--- config.mk ---
export PLATFORM = sky130hd
export DESIGN_NAME = case_conv_sched
export DESIGN_NICKNAME = d
export VERILOG_FILES = /design/src/rtl/case_conv_sched.sv
export SDC_FILE = /design/constraint.sdc
export NUM_CORES = 1
export LEC_CHECK = 0
export BUFFER_PORTS_ARGS = -buffer_cell sky130_fd_sc_hd__buf_2
export CAP_MARGIN = 10
export CORE_MARGIN = 2
export CORE_UTILIZATION = 56
export DETAILED_ROUTE_END_ITERATION = 16
export PLACE_DENSITY = 0.84
export SYNTH_ARGS = -nofsm -noshare
export SYNTH_HDL_FRONTEND = slang
export SYNTH_HIERARCHICAL = 1
export SYNTH_SLANG_ARGS = --single-unit
--- constraint.sdc ---
create_clock -name clk -period 4.6 [get_ports clk]
set_clock_uncertainty 0.1 [all_clocks]
set_input_delay 0.46 -clock clk [delete_from_list [all_inputs] [get_ports clk]]
set_output_delay 0.46 -clock clk [all_outputs]
set_load 0.03 [all_outputs]
--- src/rtl/case_conv_sched.sv ---
// Two-channel string-granular round-robin scheduler sharing one toUpper converter.
// Define CASE_CONV_COUNT_EN to add the per-channel saturating conversion counters.

module case_conv_to_upper (
  input  logic [7:0] data,
  input  logic       upper,
  output logic [7:0] data_c,
  output logic       changed_c
);
  assign changed_c = upper && (data >= 8'h61) && (data <= 8'h7A);
  assign data_c    = changed_c ? (data & 8'hDF) : data;
endmodule

module case_conv_sched #(
  parameter int unsigned CNT_W   = 16,
  parameter int unsigned MAX_LEN = 64
) (
  input  logic             clk,
  input  logic             rst,
  input  logic             c0_valid,
  output logic             c0_ready,
  input  logic [7:0]       c0_data,
  input  logic             c0_upper,
  input  logic             c1_valid,
  output logic             c1_ready,
  input  logic [7:0]       c1_data,
  input  logic             c1_upper,
  output logic             o_valid,
  input  logic             o_ready,
  output logic [7:0]       o_data,
  output logic             o_src,
  output logic             o_last
`ifdef CASE_CONV_COUNT_EN
  ,
  output logic [CNT_W-1:0] conv_cnt0,
  output logic [CNT_W-1:0] conv_cnt1
`endif
);

  localparam int unsigned LEN_W = 8;

  typedef enum logic [1:0] {IDLE, OWN0, OWN1} state_t;

  state_t             state_q, state_d;
  logic               rr_q, rr_d;
  logic [LEN_W-1:0]   len_q, len_d;
  logic               grant;
  logic               load_ok;
  logic               acc;
  logic               terminal;
  logic [7:0]         sel_data;
  logic               sel_upper;
  logic [7:0]         conv_data;
  logic               changed;

  assign load_ok   = !o_valid || o_ready;
  assign c0_ready  = load_ok && !grant && !rst;
  assign c1_ready  = load_ok &&  grant && !rst;
  assign acc       = grant ? (c1_valid && c1_ready) : (c0_valid && c0_ready);
  assign sel_data  = grant ? c1_data  : c0_data;
  assign sel_upper = grant ? c1_upper : c0_upper;
  assign terminal  = (sel_data == 8'h00) ||
                     ((9'(len_q) + 9'd1) == 9'(MAX_LEN));

  case_conv_to_upper u_to_upper (
    .data      (sel_data),
    .upper     (sel_upper),
    .data_c    (conv_data),
    .changed_c (changed)
  );

  // Grant: locked to the owner mid-string, otherwise the lone requester or rr.
  always_comb begin
    grant = rr_q;
    case (state_q)
      IDLE: begin
        if (c0_valid && !c1_valid)      grant = 1'b0;
        else if (c1_valid && !c0_valid) grant = 1'b1;
      end
      OWN0:    grant = 1'b0;
      OWN1:    grant = 1'b1;
      default: grant = rr_q;
    endcase
  end

  always_comb begin
    state_d = state_q;
    rr_d    = rr_q;
    len_d   = len_q;
    if (acc) begin
      if (terminal) begin
        state_d = IDLE;
        rr_d    = !grant;
        len_d   = '0;
      end else begin
        len_d = len_q + LEN_W'(1);
        if (state_q == IDLE) state_d = grant ? OWN1 : OWN0;
      end
    end
  end

  always_ff @(posedge clk or posedge rst) begin
    if (rst) begin
      state_q <= IDLE;
      rr_q    <= 1'b0;
      len_q   <= '0;
    end else begin
      state_q <= state_d;
      rr_q    <= rr_d;
      len_q   <= len_d;
    end
  end

  // Single output stage; holds while the sink stalls.
  always_ff @(posedge clk or posedge rst) begin
    if (rst) begin
      o_valid <= 1'b0;
      o_data  <= 8'h00;
      o_src   <= 1'b0;
      o_last  <= 1'b0;
    end else if (acc) begin
      o_valid <= 1'b1;
      o_data  <= conv_data;
      o_src   <= grant;
      o_last  <= terminal;
    end else if (o_ready) begin
      o_valid <= 1'b0;
    end
  end

`ifdef CASE_CONV_COUNT_EN
  always_ff @(posedge clk or posedge rst) begin
    if (rst) begin
      conv_cnt0 <= '0;
      conv_cnt1 <= '0;
    end else if (acc && changed) begin
      if (!grant && (conv_cnt0 != '1)) conv_cnt0 <= conv_cnt0 + CNT_W'(1);
      if ( grant && (conv_cnt1 != '1)) conv_cnt1 <= conv_cnt1 + CNT_W'(1);
    end
  end
`else
  logic unused_count;
  assign unused_count = changed & (CNT_W != 0);
`endif

endmodule
Word level (Yosys, flattened, before mapping)
Cells that the tools add are included.

word-level totals
  flip-flop bits (word level) = 22
  input port bits = 23
  output and inout port bits = 13
  word-level logic and storage cells = 50

operators by class
  add/subtract/negate cells = 2
  order comparisons = 2
  eq/ne operators = 3
  multiplexer cells = 13
  reductions and logical operators = 23

operators with widths
  cell                                                                                 number
  8-bit 2-to-1 mux                                                                     2
  1-bit logical AND                                                                    10
  8-bit by 1-bit adder with 9-bit output, second input constant                        1
  9-bit by 7-bit == test with 1-bit output, second input constant                      1
  8-bit by 1-bit adder with 8-bit output, second input constant                        1
  8-bit by 7-bit greater-or-equal comparator with 1-bit output, second input constant  1
  8-bit by 7-bit less-or-equal comparator with 1-bit output, second input constant     1
  8-bit zero test                                                                      1
  1-bit 2-to-1 mux                                                                     6
  2-bit 2-to-1 mux                                                                     3
  6-bit 2-to-1 mux                                                                     1
  1-bit zero test                                                                      5
  2-bit AND reduction                                                                  2
  2-bit nonzero test                                                                   2
  1-bit case mux with 3 select lines                                                   1
  2-bit by 1-bit == test with 1-bit output, second input constant                      1
  2-bit == test, second input constant                                                 1
  2-bit zero test                                                                      1
  1-bit logical OR                                                                     2

Logic depth before layout (Yosys ltp)
  depth after elaboration = 11
  mapped depth = 10
  depth with buffers taken out = 9

By module
The synthesis kept the hierarchy.

modules (own cells, without submodules)
  module              times used  cells each  area an instance (um^2)  sequential area each (um^2)
  case_conv_sched     1           139         1257.5                   550.5
  case_conv_to_upper  1           16          110.1                    0.0

Worst setup path before layout
OpenSTA, ideal clock, no wires.

  path kind = input port to flip-flop
  start point = input c1_valid
  end point = register o_data[5]
  setup time = 0.117 ns
  arrival = 2.268 ns
  required time = 4.383 ns
  path slack = 2.115 ns
  stages = 10
  path buffers = 1
  path through = nor3b_1 > a21oi_1 > nand2_1 > clkbuf_1 > mux2_2 > a21o_1 > a311oi_2 > a31oi_1 > nand2_1 > nand2_1

on the way
  cells in the longest elaborated chain, start to end = 9
  elaborated cells on any way between the ends = 21
  classes of those cells = order compare (2); mux (7); reduce/logical (12)

ends and longest elaborated chain
  item                                                          line    source
  from (decl)                                                   24      input logic c1_valid,
  1-bit logical AND or 1-bit zero test (tied branches)          78, 77
  1-bit 2-to-1 mux or 1-bit logical AND (tied branches)         78, 77
  1-bit 2-to-1 mux *                                            77      if (c0_valid && !c1_valid) grant = 1'b0;
  1-bit case mux with 3 select lines *                          75      case (state_q)
  8-bit 2-to-1 mux *                                            60      assign sel_data = grant ? c1_data : c0_data;
  net sel_data[1]                                               51      logic [7:0] sel_data;
  8-bit by 7-bit greater-or-equal comparator with 1-bit output  10      assign changed_c = upper && (data >= 8'h61) && (data <= 8'h7A);
  1-bit logical AND                                             10
  1-bit logical AND *                                           10
  6-bit 2-to-1 mux *                                            11      assign data_c = changed_c ? (data & 8'hDF) : data;
  net conv_data[5]                                              53      logic [7:0] conv_data;
  to (signal assigned)                                          123     o_data <= conv_data;
  to (decl)                                                     30      output logic [7:0] o_data,

The timed path passes the listed nets; every way through them passes the cells marked *.
A chain may end at the register's enable or synchronous reset.

Worst setup path after layout
  start point = register state_q[1]
  end point = register o_data[5]

on the way
  cells in the longest elaborated chain, start to end = 7
  elaborated cells on any way between the ends = 19
  classes of those cells = order compare (2); eq/ne (2); mux (5); reduce/logical (10)

ends and longest elaborated chain
  item                                                          line  source
  from (decl)                                                   44    state_t state_q, state_d;
  from (signal assigned)                                        108   state_q <= state_d;
  2-bit == test, or another cell as far along                   75
  1-bit case mux with 3 select lines *                          75
  8-bit 2-to-1 mux *                                            60
  net sel_data[1]                                               51
  8-bit by 7-bit greater-or-equal comparator with 1-bit output  10
  1-bit logical AND                                             10
  1-bit logical AND *                                           10
  6-bit 2-to-1 mux *                                            11
  net conv_data[5]                                              53

Marked as above.

==> impl_results.md <==
* Status: complete, no violations
* Tot GR Track Use at about a quarter
* Critical setup path kind: reg2reg
* Startpoint types: flip-flop
* Setup TNS Final at 0 ns
* Final min period at 2.55 ns
* Synth Net Count at 178
* CP Max Fanout at 15
* Slew at the pin with the worst max-slew slack at 0.646 ns
* Leading cell type in the layout, fill and taps excluded: nand2_1
* Most frequent cells in the layout: 41 x nand2_1, 35 x buf_2, 22 x dfrtp_1
* CTS Root Cell: clkbuf_4
* Core ar. at ~2300 sq um
* Maximum VDD drop at 0.000235 V
* Final Max Slew Viols at 0
* Layout cells sized above 1 at between 30 and 40%
* Grt ovf at 0
* Routed Antenna Nets at 0
* CTS max path bufs at 2
* CTS tree: done
* Max-Cap Viols at 0
* Die area at 2840 sq um
* DP HPWL at approximately 2300 microns
* Gate Count Post-Synth at 154
* Final Setup Violations at 0
* DRC at 0
* First-pass GRT wire length at 5050 microns
* Total number of vias at 1,240
* Setup crit end kind: flip-flop
* Final nets at 208
* Worst setup margin at 2.05 ns
* IO buf count at 35
* Max Freq at 0.392 GHz
* FP Rows at 17
* Layout area overhead at 14.9%
* Total CTS buffers at 3
* Mapped Area at 1360 sq um
* Vias in the first global route at between 1k and 1.5k
* FF-to-FF End: o_data[5]$_DFFE_PP0P_
* FF-to-FF Start: state_q[1]$_DFFE_PP0P_
* Drt first pass iters at 4
* Crit path required time at roughly 4.7 ns
* Wirelength, routed at 3030 microns
* Clock Pin Slew Worst Setup and Hold Paths at 0.14 ns
* Worst min path class: in2async
* Leakage power at between 0.7 and 0.8 nW
* Vias per inst at 5.88
* Final Hold Vio Count at 0
* Die Y at 53.3 microns
* RSZ-0062 raised after global routing: false
* Cells on worst reg2reg path at 9
* Pre-CTS setup slack at 1.90 ns
* ANT cells at 0
* Hold Buf Count CTS at 0
* Clk Latency, worst-skew pair at 0.32 ns
* Clk sink count at 22
* Die width at 53.3 microns
* # resized after CTS at 0
* Count of boundary I/O pins at 36
* Pwr/cell area at approximately 400 nW/um^2
* Final worst-path cycle share at 55.4%
* DRT iter0 DRCs at 12
* Reg-to-reg slack, setup at 2.05 ns
* Syn_area_per_cell at between 8 and 9 sq um
* Critical Path AT at 2.68 ns
* Final RePlAce weighted congestion at 0.947
* Largest net degree at the start of global routing at 25
* Initial Utilization at 60.3%
* Worst slew margin at between 50% and 60%
* H-tree Lvls at 1
* Yosys Warn Count at 6
* Setup bufs post-CTS at 0
* Wire per inst at 14.3 microns
* Initial antenna violation count at 0
==> metal layers <==
metal	vias to the layer above	track usage [%]	wire length, microns
met5	-	0	0
met4	0	12.4	43
met3	5	2.54	142
met2	50	43.8	1510
met1	591	28.2	1330
li1	594	-	-
==> area by class of cell <==
type / instances / area (sq um)
Tap cell: 28 / 35.0
Sequential cell: 22 / 551
Fill cell: 196 / 693
Multi-Input combinational cell: 114 / 714
Clock buffer: 3 / 22.5
Timing Repair Buffer: 36 / 183
Clock inverter: 1 / 30.0
Inverter: 7 / 26.3
==> critical path, stage by stage, from the launching register on <==
cell,delay (ns)
dfrtp_1,0.46
nor3b_1,0.22
a21oi_1,0.11
nand2_1,0.47
mux2_2,0.43
a21o_1,0.19
a311oi_2,0.26
a31oi_1,0.11
nand2_1,0.06
nand2_1,0.05
==> how the worst max path moves through the flow <==
| stage | start | endpoint | cells after the start |
|---|---|---|---|
| global placement | c0_valid | o_data[5]$_DFFE_PP0P_ | 10 |
| CTS | state_q[1]$_DFFE_PP0P_ | o_data[5]$_DFFE_PP0P_ | 9 |
| finish | state_q[1]$_DFFE_PP0P_ | o_data[5]$_DFFE_PP0P_ | 9 |
| global route | state_q[1]$_DFFE_PP0P_ | o_data[5]$_DFFE_PP0P_ | 9 |
| floorplan | c1_valid | o_data[5]$_DFFE_PP0P_ | 10 |
| detailed placement | c0_valid | o_data[5]$_DFFE_PP0P_ | 10 |
==> flip-flops by register name, summed over array words and instances, names as in the netlist <==
name	flops
len_q	8
o_data	8
o_last	1
o_src	1
o_valid	1
rr_q	1
state_q	2
==> stage by stage <==
stage / instance area, sq um / utilization, % / power, mW / hold slack [ns] / cells
2_1_floorplan: 1360 / - / 0.424 / 0.363 / 154
3_3_place_gp: 1510 / 66.9 / 0.469 / 0.358 / 207
3_5_place_dp: 1510 / 66.9 / 0.483 / 0.358 / 207
4_1_cts: 1560 / 69.3 / 0.630 / 0.0678 / 211
5_1_grt: 1560 / 69.3 / 0.666 / 0.101 / 211
6_report: 1560 / 69.3 / 0.631 / 0.0480 / 211
==> power breakdown <==
part	internal (mW)	total, mW	leakage, nW	switching (mW)
logic	0.0737	0.194	0.482	0.120
clock network	0.0881	0.152	0.0279	0.0635
registers	0.237	0.285	0.269	0.0480
total	0.399	0.631	0.779	0.232
Note: power is estimated with default switching activity, not from simulation.
